### src/rtl/mem_port_pkg.sv
// Shared definitions for the memory-side command port: opcodes, unit IDs,
// FSM states and command-byte field positions.
package mem_port_pkg;

  typedef enum logic [1:0] {
    OP_RD_KEY  = 2'b00,
    OP_RD_TEXT = 2'b01,
    OP_WR_RES  = 2'b10,
    OP_OTHER   = 2'b11
  } opcode_e;

  localparam logic [1:0] ID_MEM = 2'b00;
  localparam logic [1:0] ID_SHA = 2'b01;
  localparam logic [1:0] ID_AES = 2'b10;

  typedef enum logic [2:0] {
    ST_IDLE,
    ST_ADDR,
    ST_XFER,
    ST_ACK_REQ,
    ST_ACK_DONE
  } state_e;

  localparam int CMD_ENC_BIT  = 7;
  localparam int CMD_DEST_LSB = 4;
  localparam int CMD_SRC_LSB  = 2;
  localparam int CMD_OP_LSB   = 0;

  // Reads are addressed by destination, result writes by source.
  function automatic logic cmd_targets(input logic [7:0] cmd, input logic [1:0] id);
    case (cmd[CMD_OP_LSB +: 2])
      OP_RD_KEY, OP_RD_TEXT: return cmd[CMD_DEST_LSB +: 2] == id;
      OP_WR_RES:             return cmd[CMD_SRC_LSB +: 2] == id;
      default:               return 1'b0;
    endcase
  endfunction

endpackage

### src/rtl/mem_cmd_port_buffered_fifo.sv
// First-word-fall-through FIFO with registered storage; the head is the
// entry at the read pointer, so a pushed word appears one cycle later.
module sync_fifo_fwft #(
  parameter int WIDTH = 8,
  parameter int DEPTH = 4
) (
  input  logic             clk,
  input  logic             rst_n,
  input  logic             flush,
  input  logic             push,
  input  logic [WIDTH-1:0] wr_data,
  input  logic             pop,
  output logic [WIDTH-1:0] rd_data,
  output logic             full,
  output logic             empty
);

  localparam int AW = $clog2(DEPTH);

  logic [WIDTH-1:0] mem [DEPTH];
  logic [AW:0]      wr_ptr, rd_ptr;
  logic             do_push, do_pop;

  assign empty   = (wr_ptr == rd_ptr);
  assign full    = (wr_ptr[AW] != rd_ptr[AW]) && (wr_ptr[AW-1:0] == rd_ptr[AW-1:0]);
  assign do_pop  = pop && !empty;
  assign do_push = push && (!full || do_pop);
  assign rd_data = mem[rd_ptr[AW-1:0]];

  always_ff @(posedge clk or negedge rst_n) begin
    if (!rst_n) begin
      wr_ptr <= '0;
      rd_ptr <= '0;
    end else if (flush) begin
      wr_ptr <= '0;
      rd_ptr <= '0;
    end else begin
      if (do_push) wr_ptr <= wr_ptr + 1'b1;
      if (do_pop)  rd_ptr <= rd_ptr + 1'b1;
    end
  end

  always_ff @(posedge clk) begin
    if (do_push) mem[wr_ptr[AW-1:0]] <= wr_data;
  end

endmodule

### src/rtl/mem_cmd_port_buffered.sv
// Memory-side command port: decodes a command, captures the address, moves
// payload through a shared FIFO and acks completed reads; stall watchdog.
module mem_cmd_port_buffered
  import mem_port_pkg::*;
#(
  parameter int         ADDR_BYTES = 3,
  parameter int         FIFO_DEPTH = 4,
  parameter int         TIMEOUT    = 256,
  parameter logic [1:0] MEM_ID     = ID_MEM
) (
  input  logic                    clk,
  input  logic                    rst_n,
  input  logic                    in_bus_valid,
  input  logic [7:0]              in_bus_data,
  output logic                    out_bus_ready,
  output logic                    out_bus_valid,
  output logic [7:0]              out_bus_data,
  input  logic                    in_bus_ready,
  output logic                    out_ack_req,
  output logic [1:0]              out_ack_id,
  input  logic                    in_ack_grant,
  output logic                    out_cmd_start,
  output logic [1:0]              out_opcode,
  output logic                    out_enc_type,
  output logic [8*ADDR_BYTES-1:0] out_address,
  output logic                    out_fsm_valid,
  output logic [7:0]              out_fsm_data,
  input  logic                    in_fsm_ready,
  input  logic                    in_fsm_valid,
  input  logic [7:0]              in_fsm_data,
  output logic                    out_fsm_ready,
  input  logic                    in_fsm_done,
  output logic [15:0]             out_xfer_count,
  output logic                    out_error
);

  localparam int              WD_W    = (TIMEOUT > 2) ? $clog2(TIMEOUT) : 1;
  localparam logic [WD_W-1:0] WD_LAST = (TIMEOUT == 0) ? '0 : WD_W'(TIMEOUT - 1);

  state_e                  state_q, state_d;
  logic                    live_q;
  logic [1:0]              opcode_q;
  logic                    enc_q;
  logic [8*ADDR_BYTES-1:0] addr_q;
  logic [1:0]              addr_idx_q;
  logic [15:0]             count_q;
  logic                    done_q, cmd_start_q, error_q;
  logic [WD_W-1:0]         wd_q;
  logic                    fifo_push, fifo_pop, fifo_full, fifo_empty;
  logic [7:0]              fifo_wdata, fifo_rdata;
  logic                    is_wr, in_xfer, cmd_hit, addr_last, bus_hs, wd_hit;

  assign is_wr     = (opcode_q == OP_WR_RES);
  assign in_xfer   = (state_q == ST_XFER);
  assign cmd_hit   = cmd_targets(in_bus_data, MEM_ID);
  assign addr_last = (addr_idx_q == 2'(ADDR_BYTES - 1));
  assign bus_hs    = in_bus_valid && out_bus_ready;
  assign wd_hit    = (TIMEOUT != 0) && in_xfer && (wd_q == WD_LAST) && !fifo_push && !fifo_pop;

  // The latched opcode decides which side feeds and which side drains the FIFO.
  always_comb begin
    fifo_push  = 1'b0;
    fifo_pop   = 1'b0;
    fifo_wdata = in_bus_data;
    if (in_xfer) begin
      if (is_wr) begin
        fifo_push = in_bus_valid && !fifo_full;
        fifo_pop  = in_fsm_ready && !fifo_empty;
      end else begin
        fifo_push  = in_fsm_valid && !fifo_full;
        fifo_pop   = in_bus_ready && !fifo_empty;
        fifo_wdata = in_fsm_data;
      end
    end
  end

  sync_fifo_fwft #(.WIDTH(8), .DEPTH(FIFO_DEPTH)) u_fifo (
    .clk     (clk),
    .rst_n   (rst_n),
    .flush   (wd_hit),
    .push    (fifo_push),
    .wr_data (fifo_wdata),
    .pop     (fifo_pop),
    .rd_data (fifo_rdata),
    .full    (fifo_full),
    .empty   (fifo_empty)
  );

  always_ff @(posedge clk or negedge rst_n) begin
    if (!rst_n) begin
      state_q <= ST_IDLE;
      live_q  <= 1'b0;
    end else begin
      state_q <= state_d;
      live_q  <= 1'b1;
    end
  end

  always_comb begin
    state_d = state_q;
    case (state_q)
      ST_IDLE:     if (bus_hs && cmd_hit) state_d = ST_ADDR;
      ST_ADDR:     if (bus_hs && addr_last) state_d = ST_XFER;
      ST_XFER: begin
        if (wd_hit) state_d = ST_IDLE;
        else if (done_q && fifo_empty && is_wr) state_d = ST_IDLE;
        else if (done_q && fifo_empty && !in_fsm_valid) state_d = ST_ACK_REQ;
      end
      ST_ACK_REQ:  if (in_ack_grant) state_d = ST_ACK_DONE;
      ST_ACK_DONE: state_d = ST_IDLE;
      default:     state_d = ST_IDLE;
    endcase
  end

  always_comb begin
    out_bus_ready = 1'b0;
    out_bus_valid = 1'b0;
    out_fsm_valid = 1'b0;
    out_fsm_ready = 1'b0;
    out_ack_req   = 1'b0;
    out_ack_id    = 2'b00;
    case (state_q)
      ST_IDLE, ST_ADDR: out_bus_ready = live_q;
      ST_XFER: begin
        out_bus_ready = is_wr && !fifo_full;
        out_fsm_valid = is_wr && !fifo_empty;
        out_fsm_ready = !is_wr && !fifo_full;
        out_bus_valid = !is_wr && !fifo_empty;
      end
      ST_ACK_REQ: begin
        out_ack_req = 1'b1;
        out_ack_id  = MEM_ID;
      end
      default: ;
    endcase
    out_bus_data = out_bus_valid ? fifo_rdata : 8'h00;
    out_fsm_data = out_fsm_valid ? fifo_rdata : 8'h00;
  end

  always_ff @(posedge clk or negedge rst_n) begin
    if (!rst_n) begin
      opcode_q    <= '0;
      enc_q       <= 1'b0;
      addr_q      <= '0;
      addr_idx_q  <= '0;
      count_q     <= '0;
      done_q      <= 1'b0;
      cmd_start_q <= 1'b0;
      error_q     <= 1'b0;
      wd_q        <= '0;
    end else begin
      cmd_start_q <= (state_q == ST_ADDR) && bus_hs && addr_last;
      error_q     <= wd_hit;
      if (state_q == ST_IDLE && bus_hs && cmd_hit) begin
        opcode_q   <= in_bus_data[CMD_OP_LSB +: 2];
        enc_q      <= in_bus_data[CMD_ENC_BIT];
        addr_q     <= '0;
        addr_idx_q <= '0;
        count_q    <= '0;
      end else if (state_q == ST_ADDR && bus_hs) begin
        for (int k = 0; k < ADDR_BYTES; k++)
          if (addr_idx_q == 2'(k)) addr_q[8*k +: 8] <= in_bus_data;
        addr_idx_q <= addr_idx_q + 2'd1;
      end else if (fifo_pop && count_q != 16'hFFFF) begin
        count_q <= count_q + 16'd1;
      end
      // A done pulse that arrives while the address is still coming in is kept.
      if (state_q == ST_IDLE) done_q <= 1'b0;
      else if (in_fsm_done)   done_q <= 1'b1;
      if (!in_xfer || fifo_push || fifo_pop) wd_q <= '0;
      else                                   wd_q <= wd_q + 1'b1;
    end
  end

  assign out_cmd_start  = cmd_start_q;
  assign out_opcode     = opcode_q;
  assign out_enc_type   = enc_q;
  assign out_address    = addr_q;
  assign out_xfer_count = count_q;
  assign out_error      = error_q;

endmodule

### config.mk
export PLATFORM = sky130hd
export DESIGN_NAME = mem_cmd_port_buffered
export DESIGN_NICKNAME = d
export VERILOG_FILES = /design/src/rtl/mem_port_pkg.sv /design/src/rtl/mem_cmd_port_buffered_fifo.sv /design/src/rtl/mem_cmd_port_buffered.sv
export SDC_FILE = /design/constraint.sdc
export NUM_CORES = 1
export LEC_CHECK = 0
export CORE_MARGIN = 2
export CORE_UTILIZATION = 54
export CTS_BUF_LIST = sky130_fd_sc_hd__clkbuf_4 sky130_fd_sc_hd__clkbuf_8
export CTS_CLUSTER_SIZE = 20
export DETAILED_ROUTE_END_ITERATION = 8
export PLACE_DENSITY = 0.83
export SKIP_CTS_REPAIR_TIMING = 1
export SYNTH_ARGS = -nofsm -noshare
export SYNTH_HDL_FRONTEND = slang
export SYNTH_SLANG_ARGS = --single-unit
### constraint.sdc
create_clock -name clk -period 2.6 [get_ports clk]
set_input_delay 0.39 -clock clk [delete_from_list [all_inputs] [get_ports clk]]
set_output_delay 0.39 -clock clk [all_outputs]
set_load 0.005 [all_outputs]
==> impl_results.md <==
- Status: finished clean
- Comb power frac: 0.441
- Multiplexer share of the synthesized area: 0.0783
- CTS H-tree lvls: 3
- Critical path peak fanout: 10
- Worst-skew pair later-pin latency: 0.37 ns
- Max-cap viol count: 0
- Switching Power: 0.00213 W
- Min-Delay Path Class: input port to async pin
- Worst r2r dst: state_q[0]$_DFFE_PN0P_
- Clk slew on worst S/H paths: 0.10 ns
- Cell Count, Final, Fillers Out: 646
- Die X: 97.7 um
- Upper clock frequency limit: 391 MHz
- P_int: 0.00391 W
- Routed Antenna Nets: 0
- Commonest non-fill, non-tap cell in the layout: clkdlybuf4s50_1
- Synth Area in Compound Gates: 0.0678
- Slowest cell on crit path: mux4_1
- Placed cells: 624
- Die height: 97.7 um
- Final period util: 0.983
- Vias in the first global route: 3,687
- Fillers: 595
- CTS tree: built
- Pleak: 2.77 nW
- Post-synth EDFFs: 32
- Post-Syn Instances: 424
- Largest net degree at the start of global routing: 36
- Vias post-DR: 3,648
- Core area: 0.00864 sq mm
- Routed wire length per instance: 17.2 um
- Worst slew margin: 0.517
- Final Hold Violating Endpoints: 0
- CP Class: register to output pin
- Seq pwr share: 0.388
- Antenna Cells: 0
- Synth Flop Type: dfrtp_1
- Endpoints failing setup: 0
- Yosys cell types: 48
- TritonCTS buffer count: 9
- Initial Util: 0.549
- Ys Warns: 0
- Post-route minimum period: 2.56 ns
- Worst setup SP type: register
- Area Growth Syn to Fin: 30.7%
- GPL Wtd Cong: 0.878
- Synthesized area per cell: 11.2 sq um
- Initial antenna violation count: 0
- Detailed Place HPWL: 7.99 mm
- Worst reg2reg setup slack: 0.21 ns
- CP peak stage delay: 0.57 ns
- Final WL: 11.1 mm
- Worst Max-Slew Pin Slew: 0.724 ns
- Slew Limit Fails: 0
- Main combinational cell family by area after synthesis: simple AND/OR/NAND/NOR gates
- I/O Pins: 92
- Power Density: 974 mW/mm^2
- Port Buf Inserts: 89
- Most frequent cells in the layout: clkdlybuf4s50_1 (75), dfrtp_1 (61), nand2_1 (45)
- Synthesized cell area: 0.00474 sq mm
- Switching Fraction: 0.353
- Synth Register Bits: 98
- Root Buffer: clkbuf_8
- # clock sinks: 98
- Crit path DAT: 2.17 ns
- Critical path buffers and inverters: 2
- CP delay by family, top: buffers and inverters
- Max IR drop VDD: 0.000556 V
- R2R cell count: 7
- Worst r2r src: state_q[2]$_DFFE_PN0P_
- Post-synthesis adder-cell area fraction: 0.0264
- Post-synthesis sequential area ratio: 0.551
- WP data required: 2.21 ns
- Die area: 0.00955 sq mm
- Clock Skews: 0.0148 ns
- Critical path depth: 4
- Total grt overflow: 0
- Endpoint class of the critical path: output pin
- Hold slack: 0.0618 ns
- Pre-antenna DRT Iters: 5
- Longest Clk Path Bufs: 2
- Post-route DRC: 0
- Ys async rst share: 0.673
- Synthesized-area fraction occupied by xor and xnor cells: 0.0467
- Row cnt: 34
- Gr usage total: 0.236
- CP cell instances: buf_8, mux4_1, and2_1, clkdlybuf4s50_1
- Unrepaired setup endpoints after global routing: yes
- Initial DRC count: 185
- First-pass GRT wire length: 18.1 mm
- Number of vias per cell: 5.65
- Simple-gate share of the synthesized area: 0.194
- Clock power share: 0.171
- Share of layout cells above drive strength 1: 0.165
- NumNets Final: 567
how the worst max path moves through the flow:
stage | start | endpoint
2_1_floorplan | out_opcode[0]$_DFFE_PN0P_ | u_fifo.rd_ptr[0]$_DFFE_PN0P_
3_3_place_gp | in_bus_valid | u_fifo.mem[3][3]$_DFFE_PP_
3_5_place_dp | in_bus_valid | u_fifo.mem[3][6]$_DFFE_PP_
4_1_cts | state_q[0]$_DFFE_PN0P_ | out_bus_data[5]
5_1_grt | state_q[2]$_DFFE_PN0P_ | out_bus_data[7]
6_report | u_fifo.rd_ptr[0]$_DFFE_PN0P_ | out_bus_data[5]
logic make-up after synthesis:
| logic type | count (synthesis) |
|---|---|
| buf+inv | 36 |
| compound gates | 54 |
| other cells | 2 |
| xor+xnor | 21 |
| flops | 98 |
| simple gates | 178 |
| fa+ha+maj | 10 |
| mux | 25 |
sequential cells by signal, indices dropped and copies added (netlist names):
signal	count
u_fifo.mem	32
out_address	24
out_xfer_count	16
wd_q	8
state_q	3
u_fifo.rd_ptr	3
u_fifo.wr_ptr	3
addr_idx_q	2
out_opcode	2
done_q	1
live_q	1
out_cmd_start	1
out_enc_type	1
out_error	1
synthesized netlist by cell type (all sizes together) (8+ instances only):
cell type | number | area share
dfrtp | 66 | 0.35
nand2 | 46 | 0.037
nand3 | 37 | 0.039
nor2 | 37 | 0.029
a21oi | 35 | 0.037
edfxtp | 32 | 0.20
and2 | 17 | 0.022
inv | 15 | 0.012
buf | 14 | 0.017
mux2 | 14 | 0.033
xor2 | 13 | 0.032
ha | 10 | 0.026
mux4 | 8 | 0.039
nor2b | 8 | 0.011
xnor2 | 8 | 0.015
through the flow:
| step | util | setup TNS [ns] | total power (W) | worst slack, ns | instance area (sq um) |
|---|---|---|---|---|---|
| 2_1_floorplan | - | 0 | 0.00369 | 0.565 | 4750 |
| 3_3_place_gp | 0.678 | 0 | 0.00474 | 0.225 | 5860 |
| 3_5_place_dp | 0.678 | 0 | 0.00487 | 0.161 | 5860 |
| 4_1_cts | 0.702 | -3.77 | 0.00590 | -0.246 | 6070 |
| 5_1_grt | 0.718 | -0.0974 | 0.00639 | -0.0364 | 6200 |
| 6_report | 0.718 | 0 | 0.00604 | 0.0439 | 6200 |
power groups by stage:
stage	Clock [W]	Combinational (W)	Sequential, W
final	0.00103	0.00266	0.00234
after global routing	0.00110	0.00290	0.00239
after CTS	0.00104	0.00254	0.00232
after detailed placement	0	0.00252	0.00235
after global placement	0	0.00241	0.00233
after floorplan	0	0.00139	0.00230
layer usage:
layer  track usage  up-vias  wire length (um)
li1              -     1700                 -
met1         0.304     1795              4460
met2         0.409      132              5820
met3        0.0429       21               603
met4        0.0759        0               238
met5             0        -                 0
final cells by class:
cell class                 count  area [sq um]  share of cell area
sequential                    98          2620               0.422
multi-input combinational    292          2020               0.326
timing repair buffer         117          1160               0.187
tap                          108           135              0.0218
clock buffer                   9           124              0.0200
clock inverter                 7          82.6              0.0133
inverter                      15          56.3             0.00908
worst register-to-register path: cells and delay by family (launching register included):
| kind | cells | cell delay, ns |
|---|---|---|
| and+or+nand+nor | 3 | 0.84 |
| AOI/OAI and AO/OA | 2 | 0.48 |
| DFF | 1 | 0.47 |
| muxes | 1 | 0.31 |
| buffers and inverters | 1 | 0.18 |
No activity file was read; power rests on OpenSTA's default activity.
